$ cat config.mk
export PLATFORM = sky130hd
export DESIGN_NAME = lsu
export DESIGN_NICKNAME = d
export VERILOG_FILES = /design/src/rtl/lsu_pkg.sv /design/src/rtl/lsu_align.sv /design/src/rtl/lsu.sv
export SDC_FILE = /design/constraint.sdc
export NUM_CORES = 1
export LEC_CHECK = 0
export BUFFER_PORTS_ARGS = -buffer_cell sky130_fd_sc_hd__buf_2
export CAP_MARGIN = 10
export CORE_UTILIZATION = 54
export DETAILED_ROUTE_END_ITERATION = 16
export PLACE_DENSITY = 0.95
export SETUP_SLACK_MARGIN = 0.3
export SLEW_MARGIN = 0
export SYNTH_ARGS = -nofsm -noshare
export SYNTH_HDL_FRONTEND = slang
export SYNTH_SLANG_ARGS = --single-unit
$ cat constraint.sdc
create_clock -name clk -period 3.65 [get_ports clk]
set_input_delay 0.73 -clock clk [delete_from_list [all_inputs] [get_ports clk]]
set_output_delay 0.73 -clock clk [all_outputs]
set_load 0.01 [all_outputs]
$ cat src/rtl/lsu_pkg.sv
// LSU shared definitions: FSM state encoding and
// funct3 access-size encodings.
package lsu_pkg;

    localparam int FUNCT3_W = 3;

    localparam logic [FUNCT3_W-1:0] F3_B  = 3'b000;
    localparam logic [FUNCT3_W-1:0] F3_H  = 3'b001;
    localparam logic [FUNCT3_W-1:0] F3_W  = 3'b010;
    localparam logic [FUNCT3_W-1:0] F3_BU = 3'b100;
    localparam logic [FUNCT3_W-1:0] F3_HU = 3'b101;

    typedef logic [1:0] state_t;

    localparam state_t ST_IDLE = 2'd0;
    localparam state_t ST_BUS  = 2'd1;
    localparam state_t ST_RESP = 2'd2;

endpackage

$ cat src/rtl/lsu_align.sv
// LSU lane steering: byte enables, store replication,
// load extraction/extension and legality check.
module lsu_align
    import lsu_pkg::*;
(
    input  logic                we_i,
    input  logic [FUNCT3_W-1:0] funct3_i,
    input  logic [1:0]          off_i,
    input  logic [31:0]         wdata_i,
    input  logic [31:0]         rdata_i,
    output logic [3:0]          be_o,
    output logic [31:0]         wdata_o,
    output logic [31:0]         rdata_o,
    output logic                illegal_o
);

    logic [31:0] shifted;

    assign shifted = rdata_i >> {off_i, 3'b000};

    // Decode size, alignment and data steering from funct3
    always_comb begin
        be_o      = 4'b0000;
        wdata_o   = wdata_i;
        rdata_o   = '0;
        illegal_o = 1'b0;
        unique case (funct3_i)
            F3_B: begin
                be_o    = 4'b0001 << off_i;
                wdata_o = {4{wdata_i[7:0]}};
                rdata_o = {{24{shifted[7]}}, shifted[7:0]};
            end
            F3_BU: begin
                be_o    = 4'b0001 << off_i;
                rdata_o = {24'd0, shifted[7:0]};
            end
            F3_H: begin
                be_o      = off_i[1] ? 4'b1100 : 4'b0011;
                wdata_o   = {2{wdata_i[15:0]}};
                rdata_o   = {{16{shifted[15]}}, shifted[15:0]};
                illegal_o = off_i[0];
            end
            F3_HU: begin
                be_o      = off_i[1] ? 4'b1100 : 4'b0011;
                rdata_o   = {16'd0, shifted[15:0]};
                illegal_o = off_i[0];
            end
            F3_W: begin
                be_o      = 4'b1111;
                rdata_o   = rdata_i;
                illegal_o = (off_i != 2'b00);
            end
            default: illegal_o = 1'b1;
        endcase
        if (we_i && funct3_i[2]) begin
            illegal_o = 1'b1;
        end
    end

endmodule

$ cat src/rtl/lsu.sv
// Load/store unit: single outstanding request, IDLE/BUS/RESP
// FSM bridging the core to a valid/ready memory port.
module lsu
    import lsu_pkg::*;
#(
    parameter int D_WIDTH = 32
) (
    input  logic               clk,
    input  logic               rst_n,
    input  logic               req_valid,
    input  logic               req_we,
    input  logic [2:0]         req_funct3,
    input  logic [D_WIDTH-1:0] req_addr,
    input  logic [D_WIDTH-1:0] req_wdata,
    output logic               busy,
    output logic               rsp_valid,
    output logic [D_WIDTH-1:0] rsp_rdata,
    output logic               rsp_err,
    output logic               mem_valid,
    input  logic               mem_ready,
    output logic               mem_we,
    output logic [D_WIDTH-1:0] mem_addr,
    output logic [3:0]         mem_be,
    output logic [D_WIDTH-1:0] mem_wdata,
    input  logic [D_WIDTH-1:0] mem_rdata
);

    state_t state_q, state_d;

    logic                rsp_valid_q;
    logic                rsp_err_q;
    logic [D_WIDTH-1:0]  rsp_rdata_q;
    logic                mem_valid_q;
    logic                mem_we_q;
    logic [D_WIDTH-1:0]  mem_addr_q;
    logic [3:0]          mem_be_q;
    logic [D_WIDTH-1:0]  mem_wdata_q;
    logic [FUNCT3_W-1:0] f3_q;
    logic [1:0]          off_q;

    logic                idle;
    logic                al_we;
    logic [FUNCT3_W-1:0] al_f3;
    logic [1:0]          al_off;
    logic [3:0]          al_be;
    logic [31:0]         al_wdata;
    logic [31:0]         al_rdata;
    logic                al_illegal;

    assign idle   = (state_q == ST_IDLE);
    // In IDLE the aligner sees the incoming request, otherwise
    // the captured one so load data can be extracted at handshake.
    assign al_we  = idle ? req_we : mem_we_q;
    assign al_f3  = idle ? req_funct3 : f3_q;
    assign al_off = idle ? req_addr[1:0] : off_q;

    lsu_align u_align (
        .we_i      (al_we),
        .funct3_i  (al_f3),
        .off_i     (al_off),
        .wdata_i   (req_wdata),
        .rdata_i   (mem_rdata),
        .be_o      (al_be),
        .wdata_o   (al_wdata),
        .rdata_o   (al_rdata),
        .illegal_o (al_illegal)
    );

    // Next-state logic
    always_comb begin
        state_d = state_q;
        unique case (state_q)
            ST_IDLE: begin
                if (req_valid) begin
                    state_d = al_illegal ? ST_RESP : ST_BUS;
                end
            end
            ST_BUS: begin
                if (mem_ready) begin
                    state_d = ST_RESP;
                end
            end
            default: state_d = ST_IDLE;
        endcase
    end

    // State, captured request and registered outputs
    always_ff @(posedge clk or negedge rst_n) begin
        if (!rst_n) begin
            state_q     <= ST_IDLE;
            rsp_valid_q <= 1'b0;
            rsp_err_q   <= 1'b0;
            rsp_rdata_q <= '0;
            mem_valid_q <= 1'b0;
            mem_we_q    <= 1'b0;
            mem_addr_q  <= '0;
            mem_be_q    <= 4'b0000;
            mem_wdata_q <= '0;
            f3_q        <= '0;
            off_q       <= 2'b00;
        end else begin
            state_q     <= state_d;
            rsp_valid_q <= 1'b0;
            rsp_err_q   <= 1'b0;
            rsp_rdata_q <= '0;
            unique case (state_q)
                ST_IDLE: begin
                    if (req_valid && al_illegal) begin
                        rsp_valid_q <= 1'b1;
                        rsp_err_q   <= 1'b1;
                    end else if (req_valid) begin
                        mem_valid_q <= 1'b1;
                        mem_we_q    <= req_we;
                        mem_addr_q  <= {req_addr[D_WIDTH-1:2], 2'b00};
                        mem_be_q    <= al_be;
                        mem_wdata_q <= al_wdata;
                        f3_q        <= req_funct3;
                        off_q       <= req_addr[1:0];
                    end
                end
                ST_BUS: begin
                    if (mem_ready) begin
                        mem_valid_q <= 1'b0;
                        rsp_valid_q <= 1'b1;
                        rsp_rdata_q <= mem_we_q ? '0 : al_rdata;
                    end
                end
                default: ;
            endcase
        end
    end

    assign busy      = !idle;
    assign rsp_valid = rsp_valid_q;
    assign rsp_err   = rsp_err_q;
    assign rsp_rdata = rsp_rdata_q;
    assign mem_valid = mem_valid_q;
    assign mem_we    = mem_we_q;
    assign mem_addr  = mem_addr_q;
    assign mem_be    = mem_be_q;
    assign mem_wdata = mem_wdata_q;

endmodule

==> results of run 1 <==
[flip-flops by register name, indices dropped and copies added (netlist names)]
register and cells:
mem_wdata 32, rsp_valid 1, state_q 2, rsp_err 1
mem_addr 30, mem_we 1, mem_valid 1, mem_be 4
f3_q 3, rsp_rdata 32, off_q 2
[how the worst min path moves through the flow]
stage | slack, ps | endpoint
3_5_place_dp | 490 | mem_wdata[0]
4_1_cts | 440 | rsp_rdata[1]
5_1_grt | 460 | rsp_rdata[2]
2_1_floorplan | 430 | f3_q[0]
3_3_place_gp | 480 | mem_be[2]
6_report | 420 | rsp_rdata[5]
[worst max-delay path, stage by stage (launching register included)]
cell,delay [ps]
dfrtp_1,550
nor2_4,340
mux2_2,540
nor2_2,460
nand3_2,570
a21oi_1,380
[layer usage]
metal | part of all wire, % | global-route usage, % | routed length, µm
met1 | 38 | 35.50 | 5822
met2 | 48 | 47.00 | 7373
met3 | 9.2 | 6.671 | 1399
met4 | 4.3 | 15.31 | 659
met5 | 0 | 0 | 0
[layout make-up]
cell class,count,share of cell area [%]
Tap cell,133,2.427
Sequential cell,109,39.79
Inverter,13,0.7118
Timing Repair Buffer,213,16.21
Multi-Input combinational cell,308,38.22
Clock inverter,4,0.7301
Clock buffer,11,1.916
[cell usage after synthesis (all sizes together) (8+ instances only)]
cell type	number
dfrtp	109
mux2	79
nand2	38
nand3	27
buf	23
a21oi	22
a31oi	19
nor2	16
a211oi	15
a222oi	15
o21ai	15
mux2i	14
inv	13
clkbuf	8
[where the power goes]
part           internal, mW  leakage (nW)  switching (mW)  total [mW]
logic                  1.42          2.09            1.64        3.06
registers              1.66          1.37           0.315        1.98
clock network         0.314        0.0854           0.395       0.708
total                  3.39          3.54            2.35        5.74
[cell families after synthesis]
family	count (synthesis)	share of synthesized area (%)
buffers and inverters	44	4.671
DFF	109	48.73
and+or+nand+nor	109	9.901
muxes	93	21.68
AOI/OAI and AO/OA	104	14.95
other	1	0.06699
==> summary.txt, run 1 <==
Setup path
  – Max FO, Critical Path: 23
  – Arrival time worst endpoint: 3210 ps
  – Source of the critical timing path: state_q[1]
  – Worst reg2reg path endpoint: rsp_rdata[13]
  – Kind of start point of the critical path: register
  – Destination of the critical timing path: rsp_rdata[13]
  – Startpoint of the most critical register-to-register path: state_q[1]
  – Worst endpoint required time: 3920 ps
  – Number of cells on the worst reg-to-reg path: 5
  – Crit end category: register
  – Setup slack of the worst register-to-register path: 710 ps
  – Category of the critical setup timing path: register to register

Yosys
  – Seq/Total Area, Yosys: 48.73%
  – Count of yosys warnings during synthesis: 0
  – Main synth FF type: dfrtp_1
  – Number of flip-flops and latches in the synthesized netlist: 109
  – Summed instance area of the synthesized netlist: 5598 µm²
  – Portion of synthesized cell area occupied by the leading cell type: 48.73%
  – Top area cells in the synthesized netlist: dfrtp_1, mux2_4, mux2_2
  – Post-synth EDFFs: 0
  – Async SR Flop Fraction: 100.0%
  – Syn Inst Count: between 400 and 500
  – Count of distinct cell types in the synthesized netlist: 55
  – Cell taking the most area after synthesis: dfrtp_1
  – Average cell area after synthesis: 12.17 µm²

Clock network
  – Total of cells resized after clock tree synthesis: 0
  – Number of buffers added to fix hold violations after cts: 0
  – Post-CTS setup buffers: 0
  – Number of buffers created by CTS: 9
  – CTS tree: done
  – Clock latency at the later pin of the worst-skew pair: approximately 370 ps
  – Sink Count: 109
  – Reg clk slew, reported paths: about 100 ps
  – Number of levels the H-tree was split into: 3
  – Clock Tree Root: clkbuf_8
  – Number of buffers on the longest clock path: 2

Route
  – Drt first-iter violations: 456
  – Via/cell ratio: 6.037
  – Detailed-route wire length per cell: 19.28 µm
  – Remaining antenna violation count: 0
  – Via total after detailed routing: 4775
  – Total iterations of the first detailed-routing run: 5
  – Detailed Route WL: approximately 15000 µm
  – DRC errors left: 0

Power
  – Leakage power: 3.540 nW
  – Tot Pwr: between 5 and 6 mW
  – Pwr Density: 837.5 nW/µm²
  – Largest voltage drop on the vdd net: roughly 0.00052 V

GRT
  – Wire length of the first global-routing pass: 24500 µm
  – Combined global-route utilization of all metal layers: 28.77%
  – Total congestion overflow: 0
  – Vias in the first global route: 4847
  – Largest net degree at the start of global routing: between 50 and 60
  – Initial antenna violation count: 0

Timing
  – Final worst path period share: 80.53%
  – Final Skew: 9.989 ps
  – Total count of max-transition violations in the final report: 0
  – Clock period minus final worst setup slack: 2939 ps
  – Slew at the pin closest to its max-slew limit: 904.3 ps
  – FMAX: 340.2 MHz
  – Setup_tns: 0 ps
  – Post-Route Hold Slack: 417.5 ps
  – Final Worst Setup Slack: 710.7 ps
  – # setup viols final: 0
  – Unrepaired setup endpoints after global routing: false
  – Headroom to the max-slew limit: 39.70%
  – Final count of hold timing violations: 0

Run
  – Count of maximum capacitance violations: 0

Finish
  – Final cell utilization of the core: approximately 70%
  – Sequential cell area: around 2700 µm²
  – Area of the multi-input gates: 2620 µm²
  – Diode count: 0
  – Number of fill cells in the layout: approximately 730
  – Growth of design area from synthesis to finish: 22.46%
  – Share of final-layout standard cells stronger than drive strength 1: about half
  – Final net count: roughly 760
  – Final non-filler cell total: 791
  – Leading cell type in the layout, fill and taps excluded: buf_2
  – Commonest non-fill, non-tap cells in the layout: buf_2, dfrtp_1, mux2_4
  – Final instance area: 6855 µm²

Floorplanning
  – Chip Width: 103.8 µm
  – I/O pins: 209
  – Chip Height: 103.8 µm
  – Total Die Area: about 11000 µm²
  – Number of core rows: 36
  – Effective utilization at floorplan: 56.49%
  – Core box area: 9910 µm²

Place
  – Estimated wirelength of the detail-placed design: approximately 11000 µm
  – Count of buffers from port buffering: slightly above 200
  – Gp weighted congestion: 0.9583
  – Post-place setup slack: 841.1 ps
  – Post-placement cell count: 776
  – Total cell area at the placement stage: 6674 µm²

Status
  – Result of the run: complete, no violations

Min path
  – Worst hold path type: primary input to asynchronous set/reset pin
Note: power is estimated with default switching activity, not from simulation.
==> inputs of run 2 (changes only) <==
- CORE_UTILIZATION: 54 -> 45
- PLACE_DENSITY: 0.95 -> 0.88
- clock period: 3.65 -> 2.7 ns (I/O delays scaled with it)
==> summary.txt, run 2 (synthesis results as in run 1) <==
Route
  – Detailed-route wire length per cell: between 15 and 20 µm
  – Via/cell ratio: 5.615
  – Drt first-iter violations: 531
  – Remaining antenna violation count: 0
  – Via total after detailed routing: about 4.8k
  – Total iterations of the first detailed-routing run: 6
  – Detailed Route WL: 15800 µm
  – DRC errors left: 0

Setup path
  – Cells along the critical path: nor2_4 -> mux2_2 -> o22ai_2 -> nand4_1 -> clkbuf_16 -> buf_4 -> mux2_1
  – Worst endpoint required time: 2930 ps
  – Number of cells on the worst reg-to-reg path: 7
  – Category of the critical setup timing path: register to register
  – Startpoint of the most critical register-to-register path: state_q[0]
  – Crit end category: register
  – Stage delay of the slowest cell on the critical path: 410 ps
  – Critical path's slowest cell: dfrtp_1
  – Combined buffer and inverter count along the critical path: 2
  – Setup slack of the worst register-to-register path: approximately 350 ps
  – Arrival time worst endpoint: between 2000 and 3000 ps
  – Kind of cell adding the most delay to the critical path: multiplexers
  – Kind of start point of the critical path: register
  – Worst reg2reg path endpoint: mem_be[2]
  – Max FO, Critical Path: 11

Power
  – Largest voltage drop on the vdd net: 0.0005156 V
  – Tot Pwr: 8.454 mW
  – Pwr Density: 1167 nW/µm²
  – Leakage power: 3.725 nW

Clock network
  – Reg clk slew, reported paths: approximately 70 ps
  – Clock Tree Root: clkbuf_16
  – Clock latency at the later pin of the worst-skew pair: 350 ps
  – CTS tree: done
  – Sink Count: 109
  – Number of buffers created by CTS: 9
  – Number of levels the H-tree was split into: 3
  – Number of buffers on the longest clock path: 2

GRT
  – Met2 usage in global routing: 37.36%
  – Total congestion overflow: 0
  – Combined global-route utilization of all metal layers: 24.12%
  – Wire length of the first global-routing pass: 24240 µm
  – Met3 layer usage reported by global route: 4.091%
  – Initial antenna violation count: 1
  – Largest net degree at the start of global routing: between 100 and 150
  – Peak-usage layer in the global routing report: met2
  – Met1 global-route usage: 32.16%
  – Vias in the first global route: ~4.8k

Timing
  – Headroom to the max-slew limit: 50.07%
  – Post-Route Hold Slack: ~230 ps
  – Unrepaired setup endpoints after global routing: true
  – Setup_tns: 0 ps
  – # setup viols final: 0
  – Clock period minus final worst setup slack: 2354 ps
  – FMAX: 424.7 MHz
  – Final Worst Setup Slack: 345.5 ps
  – Final count of hold timing violations: 0
  – Final worst path period share: 87.20%
  – Total count of max-transition violations in the final report: 0
  – Slew at the pin closest to its max-slew limit: 748.8 ps
  – Final Skew: 12.38 ps

Floorplanning
  – Chip Width: 113.5 µm
  – Chip Height: 113.5 µm
  – I/O pins: between 200 and 250
  – Number of core rows: 40
  – Effective utilization at floorplan: between 40% and 50%
  – Core box area: 12060 µm²
  – Total Die Area: 12890 µm²

Finish
  – Share of final-layout standard cells stronger than drive strength 1: 53.22%
  – Final net count: about 780
  – Area of the multi-input gates: between 2000 and 3000 µm²
  – Final instance area: 7242 µm²
  – Number of fill cells in the layout: 976
  – Growth of design area from synthesis to finish: 29.37%
  – Final non-filler cell total: 853
  – Final cell utilization of the core: 60.04%
  – Leading cell type in the layout, fill and taps excluded: buf_2
  – Commonest non-fill, non-tap cells in the layout: buf_2, dfrtp_1, mux2_4
  – Sequential cell area: around 2700 µm²

Place
  – Count of buffers from port buffering: 206
  – Post-placement cell count: 828
  – Total cell area at the placement stage: slightly below 7000 µm²
  – Gp weighted congestion: 0.8749
  – Estimated wirelength of the detail-placed design: 11290 µm
  – Post-place setup slack: 23.88 ps

Run
  – Count of maximum capacitance violations: 0

Min path
  – Worst hold path type: primary input to asynchronous set/reset pin

Status
  – Result of the run: complete, no violations
-- run 2: how the worst max path moves through the flow --
stage	startpoint	to	slack (ps)	depth (start not counted)
6_report	state_q[0]	mem_be[2]	350	7
5_1_grt	state_q[0]	mem_wdata[30]	250	8
4_1_cts	state_q[1]	mem_wdata[31]	310	9
3_5_place_dp	req_funct3[2]	mem_wdata[22]	20	8
3_3_place_gp	req_funct3[2]	mem_wdata[23]	210	8
2_1_floorplan	state_q[1]	f3_q[0]	620	7
-- run 2: power by group --
group,internal [mW],switching [mW],leakage [nW]
registers,2.25,0.384,1.37
logic,2.14,2.32,2.21
clock network,0.753,0.611,0.151
-- run 2: cell type report --
| class | count | share of cell area [%] |
|---|---|---|
| Multi-Input combinational cell | 308 | 36.33 |
| Tap cell | 168 | 2.903 |
| Sequential cell | 109 | 37.66 |
| Antenna cell | 1 | 0.03455 |
| Clock inverter | 6 | 0.9848 |
| Timing Repair Buffer | 238 | 18.11 |
| Inverter | 13 | 0.6738 |
| Clock buffer | 10 | 3.300 |
-- run 2: repair_timing --
action                     4_1_cts  5_1_grt
pin swaps                        1        3
gates resized for setup          1        4
hold endpoints to repair         0        0
setup buffers                    1        6
setup endpoints to repair       19       31
hold buffers                     0        0
cloned                           0        1
-- run 2: metal layers --
layer  vias to the layer above  share of wire, %
li1                       2146                 -
met1                      2321                41
met2                       275                47
met3                        48               7.6
met4                         0               3.8
met5                         -                 0
==> inputs of run 3 (changes only) <==
- MAX_ROUTING_LAYER: unset -> met4
==> summary.txt, run 3 (synthesis results as in run 1) <==
Status
  – Result of the run: complete, no violations

Finish
  – Commonest non-fill, non-tap cells in the layout: buf_2, dfrtp_1, mux2_4
  – Share of final-layout standard cells stronger than drive strength 1: 52.72%
  – Leading cell type in the layout, fill and taps excluded: buf_2
  – Final net count: just under 800
  – Growth of design area from synthesis to finish: 28.68%

Setup path
  – Worst endpoint required time: 2940 ps
  – Critical path's slowest cell: dfrtp_1
  – Stage delay of the slowest cell on the critical path: roughly 420 ps
  – Cells along the critical path: nor2_4 -> mux2_2 -> o22ai_2 -> nand4_1 -> buf_4 -> buf_6 -> mux2_4
  – Kind of start point of the critical path: register
  – Crit end category: register
  – Category of the critical setup timing path: register to register
  – Arrival time worst endpoint: 2550 ps
  – Combined buffer and inverter count along the critical path: 2
  – Kind of cell adding the most delay to the critical path: multiplexers
  – Max FO, Critical Path: 26

Route
  – Drt first-iter violations: 557
  – Detailed Route WL: 15720 µm
  – DRC errors left: 0
  – Via total after detailed routing: 4761
  – Via/cell ratio: 5.601
  – Detailed-route wire length per cell: 18.49 µm
  – Remaining antenna violation count: 0
  – Total iterations of the first detailed-routing run: 7

Place
  – Gp weighted congestion: 0.9015
  – Estimated wirelength of the detail-placed design: around 11000 µm
  – Count of buffers from port buffering: 206

Floorplanning
  – Core box area: 12060 µm²
  – Effective utilization at floorplan: 46.41%
  – Chip Height: 113.5 µm
  – Total Die Area: 12890 µm²
  – Number of core rows: 40
  – I/O pins: 209
  – Chip Width: 113.5 µm

Power
  – Largest voltage drop on the vdd net: around 0.00075 V
  – Leakage power: 3.706 nW
  – Pwr Density: between 1000 and 1500 nW/µm²
  – Tot Pwr: approximately 8.4 mW

Timing
  – # setup viols final: 0
  – Final Skew: ~6.5 ps
  – Final count of hold timing violations: 0
  – FMAX: 433.2 MHz
  – Unrepaired setup endpoints after global routing: false
  – Final worst path period share: 85.49%
  – Slew at the pin closest to its max-slew limit: 677.0 ps
  – Clock period minus final worst setup slack: 2308 ps
  – Headroom to the max-slew limit: 54.86%
  – Setup_tns: 0 ps
  – Total count of max-transition violations in the final report: 0

Clock network
  – CTS tree: done
  – Reg clk slew, reported paths: 70 ps
  – Clock Tree Root: clkbuf_16
  – Number of levels the H-tree was split into: 3
  – Number of buffers created by CTS: 9
  – Number of buffers on the longest clock path: 2
  – Clock latency at the later pin of the worst-skew pair: 350 ps
  – Sink Count: roughly 110

GRT
  – Vias in the first global route: around 4.5k
  – Combined global-route utilization of all metal layers: 24.77%
  – Initial antenna violation count: 1
  – Total congestion overflow: 0
  – Wire length of the first global-routing pass: 24020 µm
  – Largest net degree at the start of global routing: 53

Run
  – Count of maximum capacitance violations: 0

Min path
  – Worst hold path type: primary input to asynchronous set/reset pin
[run 3: path summary, 6_finish.rpt]
check,startpoint,end,slack (ps),depth (start not counted)
setup / recovery,state_q[0],mem_wdata[19],390,7
hold / removal,rst_n,mem_addr[3],130,1
setup reg to reg,state_q[0],mem_wdata[19],390,7
hold reg to reg,mem_be[2],mem_be[2],490,1
max in group asynchronous,rst_n,mem_wdata[10],1800,2
min in group clk,mem_ready,state_q[0],410,2
[run 3: repair_timing]
action | 4_1_cts | 5_1_grt
hold buffers | 0 | 0
gates resized for setup | 0 | 3
setup buffers | 0 | 5
endpoints found under the setup margin | 0 | 60
[run 3: where the power goes]
part           switching, mW  internal (mW)
Sequential             0.375           2.25
Clock                  0.618          0.727
Combinational           2.30           2.12
[run 3: layer usage]
metal  GRT usage [%]  part of all wire (%)  up-vias
met5               -                     0        -
met4           8.333                   2.4        0
met3           6.854                   8.0       38
met2           38.66                    48      273
met1           31.08                    41     2318
li1                -                     -     2132
[run 3: cell type report]
class,instances,area [µm²]
fill,983,4858
inverter,13,48.80
antenna,1,2.502
sequential,109,2728
clock inverter,6,71.32
timing repair buffer,235,1289
multi-input combinational,308,2625
clock buffer,10,229.0
tap,168,210.2
[run 3: through the flow]
stage	utilization (%)	instances	area, µm²	hold slack, ps	setup slack [ps]
after floorplan	-	461	5602	244.4	617.4
after global placement	56.63	826	6830	475.0	389.9
after detailed placement	56.63	826	6830	475.4	321.1
after CTS	59.12	842	7131	129.9	341.6
after global routing	59.72	850	7203	148.4	303.2
final	59.72	850	7203	129.2	391.6
